[config.mk]
export PLATFORM = sky130hd
export DESIGN_NAME = piece_fall_controller
export DESIGN_NICKNAME = d
export VERILOG_FILES = /design/src/rtl/tetris_pkg.sv /design/src/rtl/piece_extent.sv /design/src/rtl/piece_fall_controller.sv
export SDC_FILE = /design/constraint.sdc
export NUM_CORES = 1
export LEC_CHECK = 0
export ABC_AREA = 1
export CAP_MARGIN = 10
export CORE_MARGIN = 3
export CORE_UTILIZATION = 49
export DETAILED_ROUTE_END_ITERATION = 16
export PLACE_DENSITY = 0.78
export SYNTH_ARGS = -nofsm -noshare
export SYNTH_HDL_FRONTEND = slang
export SYNTH_SLANG_ARGS = --single-unit
[constraint.sdc]
create_clock -name i_clk -period 6.3 [get_ports i_clk]
set_clock_uncertainty 0.15 [all_clocks]
set_input_delay 1.575 -clock i_clk [delete_from_list [all_inputs] [get_ports i_clk]]
set_output_delay 1.575 -clock i_clk [all_outputs]
set_load 0.05 [all_outputs]
[src/rtl/tetris_pkg.sv]
// Shared types and default geometry for the falling-piece datapath,
// the playfield and the renderer.
package tetris_pkg;

    localparam int CELL_DEFAULT    = 20;
    localparam int LEFT_X_DEFAULT  = 0;
    localparam int RIGHT_X_DEFAULT = 620;
    localparam int FLOOR_Y_DEFAULT = 480;

    typedef enum logic [2:0] {
        WAIT_SPAWN,
        FALL,
        DROP,
        LOCK,
        OVER
    } fall_state_t;

    typedef struct packed {
        logic [9:0] x;
        logic [9:0] y;
    } square_t;

endpackage

[src/rtl/piece_extent.sv]
// Bounding box of a four-square piece.
// Results are widened to 11 bits so callers can add a cell size without wrapping.
module piece_extent
    import tetris_pkg::*;
(
    input  square_t [3:0] i_squares,
    output logic [10:0]   o_min_x,
    output logic [10:0]   o_max_x,
    output logic [10:0]   o_min_y,
    output logic [10:0]   o_max_y
);

    // Seed from square 0, then fold in the remaining three squares.
    always_comb begin
        o_min_x = {1'b0, i_squares[0].x};
        o_max_x = {1'b0, i_squares[0].x};
        o_min_y = {1'b0, i_squares[0].y};
        o_max_y = {1'b0, i_squares[0].y};
        for (int i = 1; i < 4; i++) begin
            if ({1'b0, i_squares[i].x} < o_min_x) o_min_x = {1'b0, i_squares[i].x};
            if ({1'b0, i_squares[i].x} > o_max_x) o_max_x = {1'b0, i_squares[i].x};
            if ({1'b0, i_squares[i].y} < o_min_y) o_min_y = {1'b0, i_squares[i].y};
            if ({1'b0, i_squares[i].y} > o_max_y) o_max_y = {1'b0, i_squares[i].y};
        end
    end

endmodule

[src/rtl/piece_fall_controller.sv]
// Sequences the active falling piece.
// It captures a spawn and applies lateral moves and gravity on frame ticks.
// On landing it issues a one-cycle lock write and the at_bottom pulse.
module piece_fall_controller
    import tetris_pkg::*;
#(
    parameter int GRAVITY_TICKS = 30,
    parameter int SOFT_TICKS    = 3,
    parameter int CELL          = CELL_DEFAULT,
    parameter int LEFT_X        = LEFT_X_DEFAULT,
    parameter int RIGHT_X       = RIGHT_X_DEFAULT,
    parameter int FLOOR_Y       = FLOOR_Y_DEFAULT
) (
    input  logic       i_clk,
    input  logic       i_reset,
    input  logic       i_frame_tick,
    input  logic       i_coord,
    input  logic [9:0] i_new_square_1x,
    input  logic [9:0] i_new_square_1y,
    input  logic [9:0] i_new_square_2x,
    input  logic [9:0] i_new_square_2y,
    input  logic [9:0] i_new_square_3x,
    input  logic [9:0] i_new_square_3y,
    input  logic [9:0] i_new_square_4x,
    input  logic [9:0] i_new_square_4y,
    input  logic       i_move_left,
    input  logic       i_move_right,
    input  logic       i_soft_drop,
    input  logic       i_occupied_left,
    input  logic       i_occupied_right,
    input  logic       i_occupied_below,
    output logic [9:0] o_piece_1x,
    output logic [9:0] o_piece_1y,
    output logic [9:0] o_piece_2x,
    output logic [9:0] o_piece_2y,
    output logic [9:0] o_piece_3x,
    output logic [9:0] o_piece_3y,
    output logic [9:0] o_piece_4x,
    output logic [9:0] o_piece_4y,
    output logic       o_piece_active,
    output logic       o_at_bottom,
    output logic       o_lock_we,
    output logic       o_game_over
);

    localparam logic [9:0]  CELL_10    = 10'(CELL);
    localparam logic [10:0] CELL_11    = 11'(CELL);
    localparam logic [10:0] LEFT_LIMIT = 11'(LEFT_X + CELL);
    localparam logic [10:0] RIGHT_11   = 11'(RIGHT_X);
    localparam logic [10:0] FLOOR_11   = 11'(FLOOR_Y);
    localparam logic [7:0]  GRAV_8     = 8'(GRAVITY_TICKS);
    localparam logic [7:0]  SOFT_8     = 8'(SOFT_TICKS);

    fall_state_t   r_state;
    fall_state_t   w_next_state;
    square_t [3:0] r_piece;
    square_t [3:0] w_new_piece;
    logic [7:0]    r_count;
    logic [7:0]    w_threshold;
    logic [8:0]    w_count_inc;
    logic          w_count_done;
    logic          r_prev_left;
    logic          r_prev_right;
    logic          r_pend_left;
    logic          r_pend_right;
    logic          w_move_left;
    logic          w_move_right;
    logic          w_landed;
    logic [10:0]   w_min_x;
    logic [10:0]   w_max_x;
    logic [10:0]   w_min_y;
    logic [10:0]   w_max_y;

    assign w_new_piece[0] = '{x: i_new_square_1x, y: i_new_square_1y};
    assign w_new_piece[1] = '{x: i_new_square_2x, y: i_new_square_2y};
    assign w_new_piece[2] = '{x: i_new_square_3x, y: i_new_square_3y};
    assign w_new_piece[3] = '{x: i_new_square_4x, y: i_new_square_4y};

    assign o_piece_1x = r_piece[0].x;
    assign o_piece_1y = r_piece[0].y;
    assign o_piece_2x = r_piece[1].x;
    assign o_piece_2y = r_piece[1].y;
    assign o_piece_3x = r_piece[2].x;
    assign o_piece_3y = r_piece[2].y;
    assign o_piece_4x = r_piece[3].x;
    assign o_piece_4y = r_piece[3].y;

    piece_extent u_extent (
        .i_squares (r_piece),
        .o_min_x   (w_min_x),
        .o_max_x   (w_max_x),
        .o_min_y   (w_min_y),
        .o_max_y   (w_max_y)
    );

    // State register.
    always_ff @(posedge i_clk) begin
        if (i_reset) r_state <= WAIT_SPAWN;
        else         r_state <= w_next_state;
    end

    // Next state, move/land decisions and the state-decoded outputs.
    always_comb begin
        w_next_state   = r_state;
        w_move_left    = 1'b0;
        w_move_right   = 1'b0;
        w_landed       = 1'b0;
        o_piece_active = 1'b0;
        o_at_bottom    = 1'b0;
        o_lock_we      = 1'b0;
        o_game_over    = 1'b0;
        w_threshold    = i_soft_drop ? SOFT_8 : GRAV_8;
        w_count_inc    = {1'b0, r_count} + 9'd1;
        w_count_done   = (w_count_inc >= {1'b0, w_threshold});
        case (r_state)
            WAIT_SPAWN: begin
                if (i_coord) w_next_state = FALL;
            end
            FALL: begin
                o_piece_active = 1'b1;
                if (i_frame_tick) begin
                    w_move_left  = r_pend_left && !i_occupied_left && (w_min_x >= LEFT_LIMIT);
                    w_move_right = !w_move_left && r_pend_right && !i_occupied_right &&
                                   ((w_max_x + CELL_11) <= RIGHT_11);
                    if (w_count_done) w_next_state = DROP;
                end
            end
            DROP: begin
                o_piece_active = 1'b1;
                w_landed       = i_occupied_below || ((w_max_y + CELL_11 + CELL_11) > FLOOR_11);
                w_next_state   = w_landed ? LOCK : FALL;
            end
            LOCK: begin
                o_at_bottom  = 1'b1;
                o_lock_we    = 1'b1;
                w_next_state = (w_min_y == 11'd0) ? OVER : WAIT_SPAWN;
            end
            OVER: begin
                o_game_over = 1'b1;
            end
            default: begin
                w_next_state = WAIT_SPAWN;
            end
        endcase
    end

    // Key edge detection and pending moves; only live while the piece is falling.
    always_ff @(posedge i_clk) begin
        if (i_reset || r_state != FALL) begin
            r_prev_left  <= 1'b0;
            r_prev_right <= 1'b0;
            r_pend_left  <= 1'b0;
            r_pend_right <= 1'b0;
        end else begin
            r_prev_left  <= i_move_left;
            r_prev_right <= i_move_right;
            if (i_frame_tick) begin
                r_pend_left  <= 1'b0;
                r_pend_right <= 1'b0;
            end else begin
                if (i_move_left && !r_prev_left)   r_pend_left  <= 1'b1;
                if (i_move_right && !r_prev_right) r_pend_right <= 1'b1;
            end
        end
    end

    // Gravity tick counter, restarted on spawn and on each gravity step.
    always_ff @(posedge i_clk) begin
        if (i_reset) begin
            r_count <= '0;
        end else if (r_state == WAIT_SPAWN && i_coord) begin
            r_count <= '0;
        end else if (r_state == FALL && i_frame_tick) begin
            r_count <= w_count_done ? 8'd0 : w_count_inc[7:0];
        end
    end

    // Piece coordinates: capture on spawn, lateral shift in FALL, one-cell drop in DROP.
    always_ff @(posedge i_clk) begin
        if (i_reset) begin
            r_piece <= '0;
        end else begin
            case (r_state)
                WAIT_SPAWN: begin
                    if (i_coord) r_piece <= w_new_piece;
                end
                FALL: begin
                    for (int i = 0; i < 4; i++) begin
                        if (w_move_left)       r_piece[i].x <= r_piece[i].x - CELL_10;
                        else if (w_move_right) r_piece[i].x <= r_piece[i].x + CELL_10;
                    end
                end
                DROP: begin
                    for (int i = 0; i < 4; i++) begin
                        if (!w_landed) r_piece[i].y <= r_piece[i].y + CELL_10;
                    end
                end
                default: begin
                end
            endcase
        end
    end

endmodule

==> results of run 1 <==
cell type report:
type                            count  share of cell area [%]
Clock buffer                       10                    1.69
Clock inverter                      6                   0.540
Inverter                          140                    3.75
Multi-Input combinational cell   1169                    53.6
Sequential cell                    95                    13.6
Tap cell                          260                    2.19
Timing Repair Buffer              389                    24.7
placed cells by master (no fill, tap or decap), types with 4 or more instances in the layout:
master	count
nor3_2	4
buf_12	11
nor2_2	9
clkdlybuf4s50_1	173
fa_1	4
inv_2	16
o21ai_1	32
nand3_2	8
mux2i_1	11
dfxtp_1	55
dfxtp_4	24
a211oi_1	9
nor2_1	130
nand4_1	21
buf_6	13
o21ai_0	98
a211oi_2	5
nand3b_1	11
ha_4	32
nand2_1	315
ha_1	96
a31oi_1	13
nand3_4	4
nand3_1	52
dfxtp_2	16
a21oi_1	103
o21ai_2	32
nand2_4	16
xor2_1	36
inv_1	113
o2111ai_1	4
a21oi_2	17
clkbuf_16	11
inv_4	9
nor3_1	13
buf_4	185
o211a_1	4
nand2_2	35
metrics by stage:
| stage | setup slack, ps | TNS [ps] | instance area [sq um] |
|---|---|---|---|
| final | -662 | -16070 | 14800 |
| after global routing | -915 | -37230 | 14800 |
| after CTS | -50.0 | -544 | 14200 |
| after detailed placement | -763 | -22910 | 12800 |
| after global placement | -653 | -10670 | 12800 |
| after floorplan | -558 | -3490 | 9940 |
sequential cells by signal, indices dropped and copies added (netlist names):
| name | cells |
|---|---|
| o_piece_1x | 10 |
| o_piece_1y | 10 |
| o_piece_2x | 10 |
| o_piece_2y | 10 |
| o_piece_3x | 10 |
| o_piece_3y | 10 |
| o_piece_4x | 10 |
| o_piece_4y | 10 |
| r_count | 8 |
| r_state | 3 |
| r_pend_left | 1 |
| r_pend_right | 1 |
| r_prev_left | 1 |
| r_prev_right | 1 |
layer usage:
layer  part of all wire (%)  vias up
met5                      0        -
met4                    6.9        0
met3                    9.8      268
met2                     47      812
met1                     36     5703
li1                       -     5629
final timing paths:
kind,end
min,r_count[6]$_SDFFE_PP0P_
max,o_piece_4x[9]$_SDFFE_PP0P_
max reg2reg,o_piece_4x[9]$_SDFFE_PP0P_
min reg2reg,r_count[6]$_SDFFE_PP0P_
what timing repair did:
item | CTS | global route
pin swaps | 75 | 80
buffers inserted | 45 | 22
endpoints found under the setup margin | 65 | 65
cloned | 8 | 1
resized for setup | 181 | 83
kinds of logic (layout without fill, tap and decap cells):
group                    Yosys count  after routing  synth area share, %
adder cells (fa/ha/maj)          134            134                 17.9
AO/OA/AOI/OAI                    348            349                 20.2
XOR/XNOR                          38             38                 3.49
buffers and inverters            195            545                 8.70
multiplexers                      12             12                 1.26
flip-flops                        95             95                 20.0
AND/OR/NAND/NOR                  634            636                 28.5
critical path: cells and delay by family (launching register included):
kind / cells / cell delay, ps
XOR/XNOR: 1 / 200
flip-flops: 1 / 360
multiplexers: 1 / 300
AO/OA/AOI/OAI: 8 / 1090
adder cells (fa/ha/maj): 4 / 1030
buffers and inverters: 10 / 1140
AND/OR/NAND/NOR: 20 / 2600
==> impl_metrics.env, run 1 <==
export IMPL_whs_path_depth=2
export IMPL_critPathKind="reg2reg"
export IMPL_crit_start="o_piece_1x[5]$_SDFFE_PP0P_"
export IMPL_required_ps=6450
export IMPL_relSlewSlack_pct=25.8
export IMPL_fillers=1257
export IMPL_wl_per_cell_um=19.3
export IMPL_yosys_register_bits=95
export IMPL_htreeDepth=3
export IMPL_crit_top_cell="nor2_1"
export IMPL_place_detailed_hpwl_mm=25.5
export IMPL_cap_violations=0
export IMPL_layoutNonFillerInstCount=2069
export IMPL_vias=12412
export IMPL_synth_top_cells_by_count="nand2_1 (352), o21ai_0 (162), inv_1 (138), nor2_1 (138), ha_1 (130)"
export IMPL_worstPathArrival_ps=7110
export IMPL_die_area_sq_mm=0.0211
export IMPL_hold_viol_final=0
export IMPL_clk_path_buf_depth=2
export IMPL_place_congestion=0.992
export IMPL_synth_top_area_share_pct=20.0
export IMPL_synthCells=1456
export IMPL_drive_above_1_share_pct=27.3
export IMPL_numCtsBuffers=9
export IMPL_drt_vias_per_instance=6.00
export IMPL_clkTransAtPathRegs_ps=80
export IMPL_period_minus_slack_ps=6960
export IMPL_grt_ovfl_total=0
export IMPL_fmax_ghz=0.144
export IMPL_cts_root_buf="clkbuf_16"
export IMPL_cp_start_kind="flop"
export IMPL_rsz0062_at_grt="yes"
export IMPL_route_detailed_drc=0
export IMPL_gr_usage_met2_pct=58.7
export IMPL_placed_cells=1979
export IMPL_use_met1_pct=38.5
export IMPL_detail_route_first_pass_iterations=6
export IMPL_register_area_sq_mm=0.00201
export IMPL_rr_worst_depth=44
export IMPL_io_buffer_count=173
export IMPL_setup_violations_final=50
export IMPL_ys_warnings_count=0
export IMPL_hold_path_class="reg2reg"
export IMPL_synth_cell_types=53
export IMPL_antenna_left=0
export IMPL_r2r_start="o_piece_1x[5]$_SDFFE_PP0P_"
export IMPL_timing_final_crit_share_pct=111
export IMPL_insertion_delay_ps=360
export IMPL_critical_path_max_stage_delay_ps=360
export IMPL_finalMaxSlewViolations=0
export IMPL_cts_sinks=95
export IMPL_synthesis_area_sq_mm=0.00952
export IMPL_cp_slowest_cell="dfxtp_4"
export IMPL_violations="negative setup slack"
export IMPL_cts_hold_buf=0
export IMPL_antenna_found_initial=0
export IMPL_routed_wl_mm=39.9
export IMPL_initial_core_util_pct=50.4
export IMPL_grtUsageMet3_pct=7.04
export IMPL_rrSetupSlack_ps=-660
export IMPL_crit_path_max_fanout=7
export IMPL_grtUsageTotal_pct=33.7
export IMPL_ys_dominant_reg_cell="dfxtp_1"
export IMPL_first_global_vias=11855
export IMPL_synth_edf_count=0
export IMPL_io_pins=174
export IMPL_whs_ps=304
export IMPL_rows=50
export IMPL_area_growth_pct=55.7
export IMPL_die_x_um=145
export IMPL_async_reset_ff_share_pct=0
export IMPL_syn_num_nets=1680
export IMPL_synth_area_top_cells="dfxtp_1 (20%), ha_1 (17%), nand2_1 (14%)"
export IMPL_post_route_util_pct=78.5
export IMPL_tightest_slew_ps=1110
export IMPL_num_nets_final=2028
export IMPL_worst_slack_ps=-662
export IMPL_grt_pass1_wl_mm=59.2
export IMPL_grt_max_degree=54
export IMPL_grt_busiest_layer="met2"
export IMPL_core_sq_mm=0.0189
export IMPL_multi_input_area_sq_mm=0.00794
export IMPL_end_kind="flop"
export IMPL_dr_first_iter_drc_count=1041
export IMPL_status="finished, violations left"
export IMPL_yosysMostFrequentCell="nand2_1"
export IMPL_yosysSeqAreaShare_pct=20.0
export IMPL_yosysTopAreaCell="dfxtp_1"
export IMPL_antenna_cells=0
export IMPL_cts_tree="yes"
export IMPL_die_y_um=145
export IMPL_syn_area_per_cell_sq_um=6.54
export IMPL_hp_start="r_count[6]$_SDFFE_PP0P_"
Power of run 1 is left out: the tool's default activity adds up to more than one toggle a clock period on the data nets, which glitch-free logic cannot reach.
==> run 2: changes to the inputs <==
Settings changed: CORE_UTILIZATION 49 to 45, PLACE_DENSITY 0.78 to 0.73.
==> impl_metrics.env, run 2 (synthesis gave the netlist of run 1 again) <==
export IMPL_status="finished, violations left"
export IMPL_violations="negative setup slack"
export IMPL_finalMaxSlewViolations=0
export IMPL_fmax_ghz=0.151
export IMPL_post_place_ws_ps=-910
export IMPL_layout_commonest_cell="nand2_1"
export IMPL_drt_vias_per_instance=5.74
export IMPL_cts_tree="yes"
export IMPL_dpl_instance_area_sq_mm=0.0129
export IMPL_place_detailed_hpwl_mm=25.5
export IMPL_rows=52
export IMPL_dr_first_iter_drc_count=1101
export IMPL_cts_sinks=95
export IMPL_combPwrFrac_pct=84.5
export IMPL_register_area_sq_mm=0.00201
export IMPL_wl_per_cell_um=18.7
export IMPL_p_clk_share_pct=5.9
export IMPL_hold_path_class="reg2reg"
export IMPL_timing_final_crit_share_pct=105
export IMPL_die_x_um=151
export IMPL_die_y_um=151
export IMPL_antenna_left=0
export IMPL_relSlewSlack_pct=26.8
export IMPL_switching_share_pct=54.1
export IMPL_antenna_cells=0
export IMPL_critical_path_max_stage_delay_ps=370
export IMPL_insertion_delay_ps=370
export IMPL_p_switching_mw=5.38
export IMPL_end_kind="flop"
export IMPL_place_congestion=0.911
export IMPL_rsz0062_at_grt="yes"
export IMPL_io_pins=174
export IMPL_cp_slowest_cell="dfxtp_4"
export IMPL_hold_viol_final=0
export IMPL_routed_wl_mm=39.0
export IMPL_final_cell_mix="nand2_1 (313), buf_4 (193), clkdlybuf4s50_1 (173), nor2_1 (118), inv_1 (116)"
export IMPL_grt_ovfl_total=0
export IMPL_initial_core_util_pct=46.5
export IMPL_p_int_mw=4.56
export IMPL_area_growth_pct=59.5
export IMPL_stdcell_area_sq_mm=0.0152
export IMPL_tns_ps=-5340
export IMPL_vias=11991
export IMPL_peakVddDrop_uv=359
export IMPL_tightest_slew_ps=1100
export IMPL_numCtsBuffers=9
export IMPL_p_leak_nw=6.75
export IMPL_clk_path_buf_depth=2
export IMPL_seqPwrFrac_pct=9.6
export IMPL_fillers=1420
export IMPL_multi_input_area_sq_mm=0.00831
export IMPL_crit_buf_inv=8
export IMPL_grtUsageTotal_pct=30.3
export IMPL_cp_start_kind="flop"
export IMPL_num_nets_final=2038
export IMPL_cts_root_buf="clkbuf_16"
export IMPL_io_buffer_count=173
export IMPL_critical_path_top_delay_family="simple AND/OR/NAND/NOR gates"
export IMPL_cellPowerDensity_mw_per_mm2=654
export IMPL_cap_violations=0
export IMPL_required_ps=6440
export IMPL_grt_pass1_wl_mm=55.5
export IMPL_crit_path_max_fanout=8
export IMPL_detail_route_first_pass_iterations=8
export IMPL_route_detailed_drc=0
export IMPL_worstPathArrival_ps=6760
export IMPL_htreeDepth=3
export IMPL_whs_ps=296
export IMPL_critPathKind="reg2reg"
export IMPL_period_minus_slack_ps=6610
export IMPL_antenna_found_initial=0
export IMPL_drive_above_1_share_pct=30.0
export IMPL_die_area_sq_mm=0.0229
export IMPL_clkTransAtPathRegs_ps=80
export IMPL_grt_max_degree=54
export IMPL_core_sq_mm=0.0205
export IMPL_worst_slack_ps=-315
export IMPL_first_global_vias=10954
export IMPL_setup_violations_final=43
export IMPL_crit_top_cell="nand2_2"
export IMPL_finalPower_mw=9.94
[run 2: cell count changes in the layout (fill, tap and decap cells not counted), moves of 5 or more]
cell,change
ha_4,+11
buf_12,-6
ha_1,-10
buf_4,+8
o21ai_2,+6
buf_6,+5
a21oi_1,-7
nor2_1,-12
o21ai_0,-10
a21oi_4,+5
nor2_2,+8
[run 2: worst paths after layout]
path,from,endpoint,slack (ps),cells after the start
worst max-delay path,o_piece_1x[7]$_SDFFE_PP0P_,o_piece_2x[9]$_SDFFE_PP0P_,-310,43
worst min-delay path,r_count[7]$_SDFFE_PP0P_,r_count[7]$_SDFFE_PP0P_,300,2
worst max register to register,o_piece_1x[7]$_SDFFE_PP0P_,o_piece_2x[9]$_SDFFE_PP0P_,-310,43
worst min register to register,r_count[7]$_SDFFE_PP0P_,r_count[7]$_SDFFE_PP0P_,300,2
[run 2: timing repair]
| item | in CTS | in global routing |
|---|---|---|
| endpoints found under the setup margin | 65 | 65 |
| gates resized for setup | 114 | 217 |
| gates cloned | 7 | 6 |
| setup buffers | 44 | 21 |
| hold buffers | 0 | 0 |
| pin swaps | 72 | 91 |
[run 2: power by group through the flow]
stage | logic, mW | clock network [mW] | registers (mW)
final | 8.40 | 0.586 | 0.951
after global routing | 9.13 | 0.609 | 0.960
after floorplan | 3.84 | 0 | 1.33
after CTS | 6.96 | 0.586 | 0.921
after global placement | 5.97 | 0 | 0.928
after detailed placement | 6.13 | 0 | 0.931
[run 2: layer usage]
layer / part of all wire, % / track usage [%] / up-vias
met5: 0 / 0 / -
met4: 5.4 / 11.5 / 0
met3: 8.1 / 3.81 / 191
met2: 48 / 53.4 / 688
met1: 39 / 37.7 / 5435
li1: - / - / 5677
[run 2: worst reg2reg max path: cells and delay by family, from the launching register on]
kind	cells	cell delay, ps
AO/OA/AOI/OAI	12	1800
XOR/XNOR	1	220
adder cells (fa/ha/maj)	4	990
buffers and inverters	8	850
flip-flops	1	370
multiplexers	1	240
AND/OR/NAND/NOR	17	1940
[run 2: per-stage QoR]
stage               util, %  std cells
floorplan                 -       1456
global placement       62.9       2000
detailed placement     62.9       2000
CTS                    68.6       2066
global route           74.1       2089
finish                 74.1       2089
[run 2: final cells by class]
class,instances,share of cell area (%)
Sequential cell,95,13.2
Timing Repair Buffer,397,24.1
Clock buffer,9,1.48
Clock inverter,7,0.552
Inverter,140,3.65
Tap cell,270,2.22
Multi-Input combinational cell,1171,54.7
No activity file was read; power rests on OpenSTA's default activity.
